## config.mk

```make
export PLATFORM = sky130hd
export DESIGN_NAME = par_ser_conv_32
export DESIGN_NICKNAME = d
export VERILOG_FILES = /design/src/rtl/par_ser_pkg.sv /design/src/rtl/par_ser_datapath.sv /design/src/rtl/par_ser_conv_32.sv
export SDC_FILE = /design/constraint.sdc
export NUM_CORES = 1
export LEC_CHECK = 0
export CAP_MARGIN = 5
export CORE_MARGIN = 2
export CORE_UTILIZATION = 47
export DETAILED_ROUTE_END_ITERATION = 6
export GPL_TIMING_DRIVEN = 1
export PLACE_DENSITY = 0.8
export SYNTH_ARGS = -nofsm -noshare
export SYNTH_HDL_FRONTEND = slang
export SYNTH_HIERARCHICAL = 1
export SYNTH_SLANG_ARGS = --single-unit
```

## constraint.sdc

```tcl
create_clock -name clk -period 2 [get_ports clk]
set_input_delay 0.2 -clock clk [delete_from_list [all_inputs] [get_ports clk]]
set_output_delay 0.2 -clock clk [all_outputs]
set_load 0.05 [all_outputs]
```

## src/rtl/par_ser_pkg.sv

```systemverilog
// par_ser_pkg: shared constants for the par_ser_conv_32 slice.
// Holds the FSM state encoding and the default word and counter widths.
package par_ser_pkg;

  // Control FSM encoding. S_PARITY is only reachable when PAR_SER_PARITY_EN is defined.
  localparam logic [1:0] S_IDLE   = 2'd0;
  localparam logic [1:0] S_SHIFT  = 2'd1;
  localparam logic [1:0] S_PARITY = 2'd2;

  // Default geometry: 32-bit words and a 5-bit bit counter.
  localparam int DEF_WORD_WIDTH = 32;
  localparam int DEF_CNTR_WIDTH = 5;

endpackage

```

## src/rtl/par_ser_datapath.sv

```systemverilog
// par_ser_datapath: shift register, bit counter and (optional) parity accumulator
// for the parallel-to-serial converter.
// Optional feature macro: PAR_SER_PARITY_EN (adds the even-parity accumulator).
// Strobe priority is clear > load > shift. The counter saturates at word_width-1,
// so the extra shift used to fold the final data bit into the parity never wraps it.
module par_ser_datapath
  import par_ser_pkg::*;
#(
  parameter int word_width = DEF_WORD_WIDTH,
  parameter int cntr_width = DEF_CNTR_WIDTH
) (
  input  logic                  clk,
  input  logic                  rst_n,
  input  logic                  load,
  input  logic                  shift,
  input  logic                  clear,
  input  logic [word_width-1:0] data_in,
  output logic                  bit_out,
`ifdef PAR_SER_PARITY_EN
  output logic                  parity,
`endif
  output logic                  cntr_limit
);

  localparam logic [cntr_width-1:0] CNTR_LAST = cntr_width'(word_width - 1);

  logic [word_width-1:0] shreg_reg;
  logic [word_width-1:0] shreg_shifted;
  logic [cntr_width-1:0] cntr_reg;

  // Right shift by one with zero fill into the MSB.
  genvar gi;
  generate
    for (gi = 0; gi < word_width - 1; gi++) begin : g_shift
      assign shreg_shifted[gi] = shreg_reg[gi + 1];
    end
  endgenerate
  assign shreg_shifted[word_width-1] = 1'b0;

  assign bit_out    = shreg_reg[0];
  assign cntr_limit = (cntr_reg == CNTR_LAST);

  // Shift register and bit counter: load a fresh word or advance one bit.
  always_ff @(posedge clk or negedge rst_n) begin
    if (!rst_n) begin
      shreg_reg <= '0;
      cntr_reg  <= '0;
    end else if (clear) begin
      shreg_reg <= '0;
      cntr_reg  <= '0;
    end else if (load) begin
      shreg_reg <= data_in;
      cntr_reg  <= '0;
    end else if (shift) begin
      shreg_reg <= shreg_shifted;
      if (!cntr_limit) begin
        cntr_reg <= cntr_reg + cntr_width'(1);
      end
    end
  end

`ifdef PAR_SER_PARITY_EN
  logic parity_reg;

  assign parity = parity_reg;

  // Even-parity accumulator: XOR in each bit as it leaves the shift register.
  always_ff @(posedge clk or negedge rst_n) begin
    if (!rst_n) begin
      parity_reg <= 1'b0;
    end else if (clear || load) begin
      parity_reg <= 1'b0;
    end else if (shift) begin
      parity_reg <= parity_reg ^ shreg_reg[0];
    end
  end
`endif

endmodule

```

## src/rtl/par_ser_conv_32.sv

```systemverilog
// par_ser_conv_32: pops words from a first-word-fall-through FIFO and streams them
// LSB first, one bit per cycle in which the sink asserts En.
// Optional feature macro: PAR_SER_PARITY_EN (appends one even-parity bit per frame).
// read is Mealy so the next word is popped in the last-bit cycle, giving
// back-to-back frames with no idle bubble.
module par_ser_conv_32
  import par_ser_pkg::*;
#(
  parameter int word_width = DEF_WORD_WIDTH,
  parameter int cntr_width = DEF_CNTR_WIDTH
) (
  input  logic                  clk,
  input  logic                  rst_n,
  input  logic [word_width-1:0] Data_in,
  input  logic                  empty,
  input  logic                  En,
  output logic                  read,
  output logic                  Data_out,
  output logic                  valid,
  output logic                  last,
  output logic                  ready
);

  logic [1:0] state_reg;
  logic [1:0] state_next;
  logic       load;
  logic       shift;
  logic       clear;
  logic       bit_out;
  logic       cntr_limit;
`ifdef PAR_SER_PARITY_EN
  logic       parity;
`endif

  par_ser_datapath #(
    .word_width (word_width),
    .cntr_width (cntr_width)
  ) u_datapath (
    .clk        (clk),
    .rst_n      (rst_n),
    .load       (load),
    .shift      (shift),
    .clear      (clear),
    .data_in    (Data_in),
    .bit_out    (bit_out),
`ifdef PAR_SER_PARITY_EN
    .parity     (parity),
`endif
    .cntr_limit (cntr_limit)
  );

  // Next-state and strobe decode; a pop is only ever issued together with a load.
  always_comb begin
    state_next = state_reg;
    read       = 1'b0;
    load       = 1'b0;
    shift      = 1'b0;
    clear      = 1'b0;
    case (state_reg)
      S_IDLE: begin
        if (En && !empty) begin
          read       = 1'b1;
          load       = 1'b1;
          state_next = S_SHIFT;
        end
      end
      S_SHIFT: begin
        if (En) begin
          if (!cntr_limit) begin
            shift = 1'b1;
          end else begin
`ifdef PAR_SER_PARITY_EN
            // Final data bit: shift once more so it is folded into the parity.
            shift      = 1'b1;
            state_next = S_PARITY;
`else
            if (!empty) begin
              read = 1'b1;
              load = 1'b1;
            end else begin
              clear      = 1'b1;
              state_next = S_IDLE;
            end
`endif
          end
        end
      end
`ifdef PAR_SER_PARITY_EN
      S_PARITY: begin
        if (En) begin
          if (!empty) begin
            read       = 1'b1;
            load       = 1'b1;
            state_next = S_SHIFT;
          end else begin
            clear      = 1'b1;
            state_next = S_IDLE;
          end
        end
      end
`endif
      default: begin
        state_next = S_IDLE;
      end
    endcase
  end

  // State register.
  always_ff @(posedge clk or negedge rst_n) begin
    if (!rst_n) begin
      state_reg <= S_IDLE;
    end else begin
      state_reg <= state_next;
    end
  end

  // Serial outputs decoded from the current state; Data_out is forced low when idle.
  always_comb begin
    ready    = (state_reg == S_IDLE);
    valid    = (state_reg == S_SHIFT);
    Data_out = 1'b0;
    last     = 1'b0;
    if (state_reg == S_SHIFT) begin
      Data_out = bit_out;
`ifndef PAR_SER_PARITY_EN
      last     = cntr_limit;
`endif
    end
`ifdef PAR_SER_PARITY_EN
    if (state_reg == S_PARITY) begin
      valid    = 1'b1;
      Data_out = parity;
      last     = 1'b1;
    end
`endif
  end

endmodule

```

* Word level (Yosys, flattened, before mapping) *
Index checks and enable logic that the tools add are counted.

operators by class
  $add $sub $neg = 1
  equality and inequality tests = 7
  multiplexer cells = 26
  reduce and logical (&&, ||, !) cells = 6

operators by type and width
  kind                   count
  $mux W32               3
  $mux W5                4
  $mux W1                13
  $mux W2                4
  $add A5 B1 Y5 const B  1
  $eq A5 B5 Y1 const B   1
  $ne A2 B1 Y1 const B   2
  $ne A2 B2 Y1 const B   2
  $pmux W2 S2            1
  $reduce_and A4 Y1      1
  $ne A3 B3 Y1 const B   1
  $reduce_bool A3 Y1     1
  $eq A2 B1 Y1 const B   1
  $logic_not A2 Y1       1
  $pmux W1 S2            1
  $reduce_and A2 Y1      1
  $logic_and A1 B1 Y1    1
  $logic_not A1 Y1       1

storage, ports and cells
  flip-flop bits (word level) = 39
  input bits = 36
  logic and storage cells = 43

* Longest topological paths before layout *
  depth in word-level cells = 7
  depth in mapped cells = 10
  gate-level depth less buffers = 8

* Hierarchy *
Netlist, hierarchy kept.

modules (own cells, without submodules)
  module            instances  cells each  area each (um2)  sequential area each (um2)
  par_ser_datapath  1          166         2,058.2          925.9
  par_ser_conv_32   1          11          87.6             25.0

* Worst setup path before layout *
No wires, ideal clock.

  kind = register to register
  from = register u_datapath.cntr_reg[0]
  to = register u_datapath.shreg_reg[0]
  library setup time = 0.132 ns
  data arrival time = 3.009 ns
  required time = 1.868 ns
  slack = -1.141 ns
  stages on the path, launching flop included = 10
  buffers on the path = 2
  clock period less this slack = 3.141 ns
  cell sequence = dfrtp_1 -> ha_1 -> and3_1 -> ha_1 -> nor2b_1 -> nor3b_1 -> buf_2 -> buf_2 -> mux2i_1 -> nor2_1

on the way
  word-level cells in the longest chain between the ends = 6

RTL lines
  what                      line                    RTL
  start: declaration        par_ser_datapath.sv:29  logic [cntr_width-1:0] cntr_reg;
  start signal: assignment  par_ser_datapath.sv:57  cntr_reg <= cntr_reg + cntr_width'(1);
  $eq A5 B5 Y1 *            par_ser_datapath.sv:41  assign cntr_limit = (cntr_reg == CNTR_LAST);
  via cntr_limit            par_ser_conv_32.sv:30   logic cntr_limit;
  $mux W1 * (2 in series)   n/a
  $pmux W1 S2 *             n/a
  via read                  par_ser_conv_32.sv:17   output logic read,
  $mux W32                  par_ser_datapath.sv:51  end else if (load) begin
  $mux W32                  par_ser_datapath.sv:48  end else if (clear) begin
  end signal: assignment    par_ser_datapath.sv:52  shreg_reg <= data_in;
  end signal: assignment    par_ser_datapath.sv:55  shreg_reg <= shreg_shifted;
  end: declaration          par_ser_datapath.sv:27  logic [word_width-1:0] shreg_reg;

The timed path passes the listed nets; every way through them passes the cells marked *.
A chain may end at the register's enable or synchronous reset.

* Worst setup path after layout *
  from = register u_datapath.cntr_reg[0]
  to = output read

on the way
  word-level cells in the longest chain between the ends = 4

RTL lines
  what              line                    RTL
  $eq A5 B5 Y1      par_ser_datapath.sv:41
  via cntr_limit    par_ser_conv_32.sv:30
  $mux W1           par_ser_conv_32.sv:69   if (!cntr_limit) begin
  $mux W1           par_ser_conv_32.sv:68   if (En) begin
  $pmux W1 S2       par_ser_conv_32.sv:59   case (state_reg)
  end: declaration  par_ser_conv_32.sv:17

The timed path passes the listed nets, and every way through them passes these cells.

==> impl_metrics.json <==
{
  "status": "finished with violations",
  "violations": "negative setup slack",
  "syn-cell-area_mm2": 0.00215,
  "start_util": 0.489,
  "yosysSeqAreaShare": 0.443,
  "grt_max_degree": 39,
  "cp.arrival_ps": 1910,
  "worstSetupPathType": "flop to output port",
  "numCtsBuffers": 5,
  "cpPeakStageDelay_ps": 360,
  "path_cells": "ha_2, and3_4, ha_4, nor2b_4, buf_4, nor3b_4, buf_6, buf_12",
  "tns_ps": -1520,
  "ys_types": 31,
  "core-area_mm2": 0.00438,
  "syn_nets": 215,
  "peakVddDrop_uv": 690,
  "final_hold_viol_count": 0,
  "post_synth_and_or_nand_nor_area_fraction": 0.117,
  "synthAdderAreaFrac": 0.0117,
  "muxShareOfSynthArea": 0.355,
  "seqPwrFrac": 0.433,
  "dp_hpwl_um": 2760,
  "slew_viol_final": 0,
  "syn_to_final_growth_pct": 39.4,
  "internal_power_uw": 1920,
  "final_common_cell": "dfrtp_1",
  "dieArea_mm2": 0.00512,
  "totalWireLength_um": 4770,
  "io_pins": 41,
  "cts.sinks": 38,
  "clock_path_buffers": 2,
  "fill_cells": 320,
  "syn_area_per_cell_um2": 12.1,
  "cts_max_level": 2,
  "ys.flop_type": "dfrtp_1",
  "drive_above_1_share": 0.341,
  "period_share": 1.05,
  "p_sw_frac": 0.296,
  "port_buffers": 40,
  "grt_overflow": 0,
  "rr_endpoint": "u_datapath/shreg_reg[5]",
  "antenna_found_initial": 0,
  "end_kind": "output port",
  "nets": 271,
  "insertion_delay_ps": 290,
  "n_antenna_cell": 0,
  "maxSlewHeadroom": 0.441,
  "synth_xor_area_frac": 0.00816,
  "power_leakage_uw": 0.00138,
  "worstRegToRegCells": 10,
  "crit_fanout": 3,
  "synth_edf_count": 0,
  "route.detailed.drc": 0,
  "ant_nets": 0,
  "synthCells": 177,
  "gp_congestion": 0.786,
  "wl_per_cell_um": 16.8,
  "final_cell_mix": "dfrtp_1 (38), clkdlybuf4s50_1 (36), nor2_1 (32), mux2_4 (30), mux2i_1 (29)",
  "largest_register_ffs": 32,
  "cts_root_buffer": "clkbuf_8",
  "fin_crit_ps": 2110,
  "post-place-ws_ps": -73.5,
  "clkTransAtPathRegs_ps": 70,
  "clock-skew-final_ps": 4.01,
  "reg2reg_setup_slack_ps": -110,
  "vias_per_cell": 5.30,
  "async_flop_share": 1.00,
  "max_freq_mhz": 474,
  "ys_warn_count": 6,
  "synth_top_family_by_area": "multiplexers",
  "setup_viol": 33,
  "die_y_um": 71.6,
  "cts_tree": "yes",
  "first_pass_iters": 4,
  "drt_first_iter_violations": 87,
  "synth_compound_area_frac": 0.0157,
  "grt_usage": 0.189,
  "worstReg2RegStart": "u_datapath/cntr_reg[0]",
  "multi_input_area_mm2": 0.00118,
  "required_ps": 1800,
  "p_switching_uw": 809,
  "hold_class": "input pin to asynchronous set/reset pin",
  "grt_pass1_wl_um": 7350,
  "fin_util": 0.682,
  "rsz0062_at_grt": "yes",
  "crit_slowest_cell": "dfrtp_1",
  "timing.final.ws_setup_ps": -108,
  "synth_seq_cells": 38,
  "die_w_um": 71.6,
  "crit_end": "read",
  "row_count": 24,
  "first_global_vias": 1530,
  "power_per_cell_area_mw_per_mm2": 913,
  "seqCellArea_um2": 951,
  "p_comb_frac": 0.380,
  "vias": 1504,
  "crit_start": "u_datapath/cntr_reg[0]",
  "crit_path_start_kind": "flop",
  "clkPwrFrac": 0.188,
  "cap_viol_max_count": 0,
  "max_slew.worst_pin.slew_ps": 839
}
how the worst min path moves through the flow:
| stage | startpoint | to | slack [ps] | cells after the start |
|---|---|---|---|---|
| CTS | rst_n | u_datapath/cntr_reg[4] | 30 | 1 |
| global route | rst_n | u_datapath/shreg_reg[17] | 70 | 1 |
| detailed placement | rst_n | u_datapath/shreg_reg[17] | 340 | 1 |
| floorplan | rst_n | state_reg[0] | -100 | 0 |
| finish | rst_n | u_datapath/shreg_reg[17] | 10 | 1 |
| global placement | rst_n | u_datapath/shreg_reg[18] | 340 | 1 |
kinds of logic after synthesis:
kind of cell             Yosys count
AO/OA/AOI/OAI                      6
XOR/XNOR                           2
adder cells (fa/ha/maj)            2
buffers and inverters             14
flip-flops                        38
multiplexers                      62
AND/OR/NAND/NOR                   53
synthesized netlist by cell type (2+ instances only):
cell type | instances | area share
mux2_2 | 4 | 0.021
nor3b_1 | 2 | 0.0070
mux2_4 | 27 | 0.19
clkbuf_1 | 3 | 0.0052
buf_2 | 3 | 0.0070
a21oi_1 | 4 | 0.0093
buf_6 | 2 | 0.010
nor2_1 | 34 | 0.059
inv_1 | 2 | 0.0035
dfrtp_1 | 38 | 0.44
and3_1 | 2 | 0.0058
buf_12 | 2 | 0.019
nand2_1 | 5 | 0.0087
mux2i_1 | 31 | 0.14
ha_1 | 2 | 0.012
routing by layer:
metal | GRT usage | vias up | routed length [um]
li1 | - | 714 | -
met5 | 0 | - | 0
met4 | 0.0797 | 0 | 84
met1 | 0.254 | 746 | 2080
met3 | 0.0394 | 8 | 177
met2 | 0.299 | 36 | 2420
power groups by stage:
stage               sequential (uW)  clock [uW]  combinational (uW)
floorplan                      1150           0                 713
global placement               1170           0                 912
detailed placement             1180           0                 934
CTS                            1170         521                 968
global route                   1210         565                1140
finish                         1180         512                1040
final cells by class:
cell class	count	area share
Multi-Input combinational cell	125	0.396
Sequential cell	38	0.318
Timing Repair Buffer	61	0.234
Clock buffer	6	0.0276
Tap cell	52	0.0218
Inverter	2	0.00251
worst max-delay path: cells and delay by family, from the launching register on:
| kind | cells | cell delay, ps |
|---|---|---|
| DFF | 1 | 360 |
| buffers and inverters | 3 | 420 |
| and+or+nand+nor | 3 | 520 |
| adders and majority gates | 2 | 320 |
timing repair:
action / 4_1_cts / 5_1_grt
pin swaps: 1 / 3
cloned: 1 / 4
hold buffers: 0 / 0
endpoints found under the setup margin: 28 / 37
hold endpoints to repair: 0 / 0
resized for setup: 3 / 18
setup buffers: 2 / 3
stage by stage:
stage | hold WS (ps) | cells | cell area, um^2 | power [uW]
CTS | 30.4 | 277 | 2810 | 2660
detailed placement | 342 | 268 | 2680 | 2120
finish | 13.5 | 284 | 2990 | 2730
floorplan | -95.6 | 177 | 2220 | 1860
global placement | 338 | 268 | 2680 | 2080
global route | 65.7 | 284 | 2990 | 2920
Power figures use the tool's default switching activity.
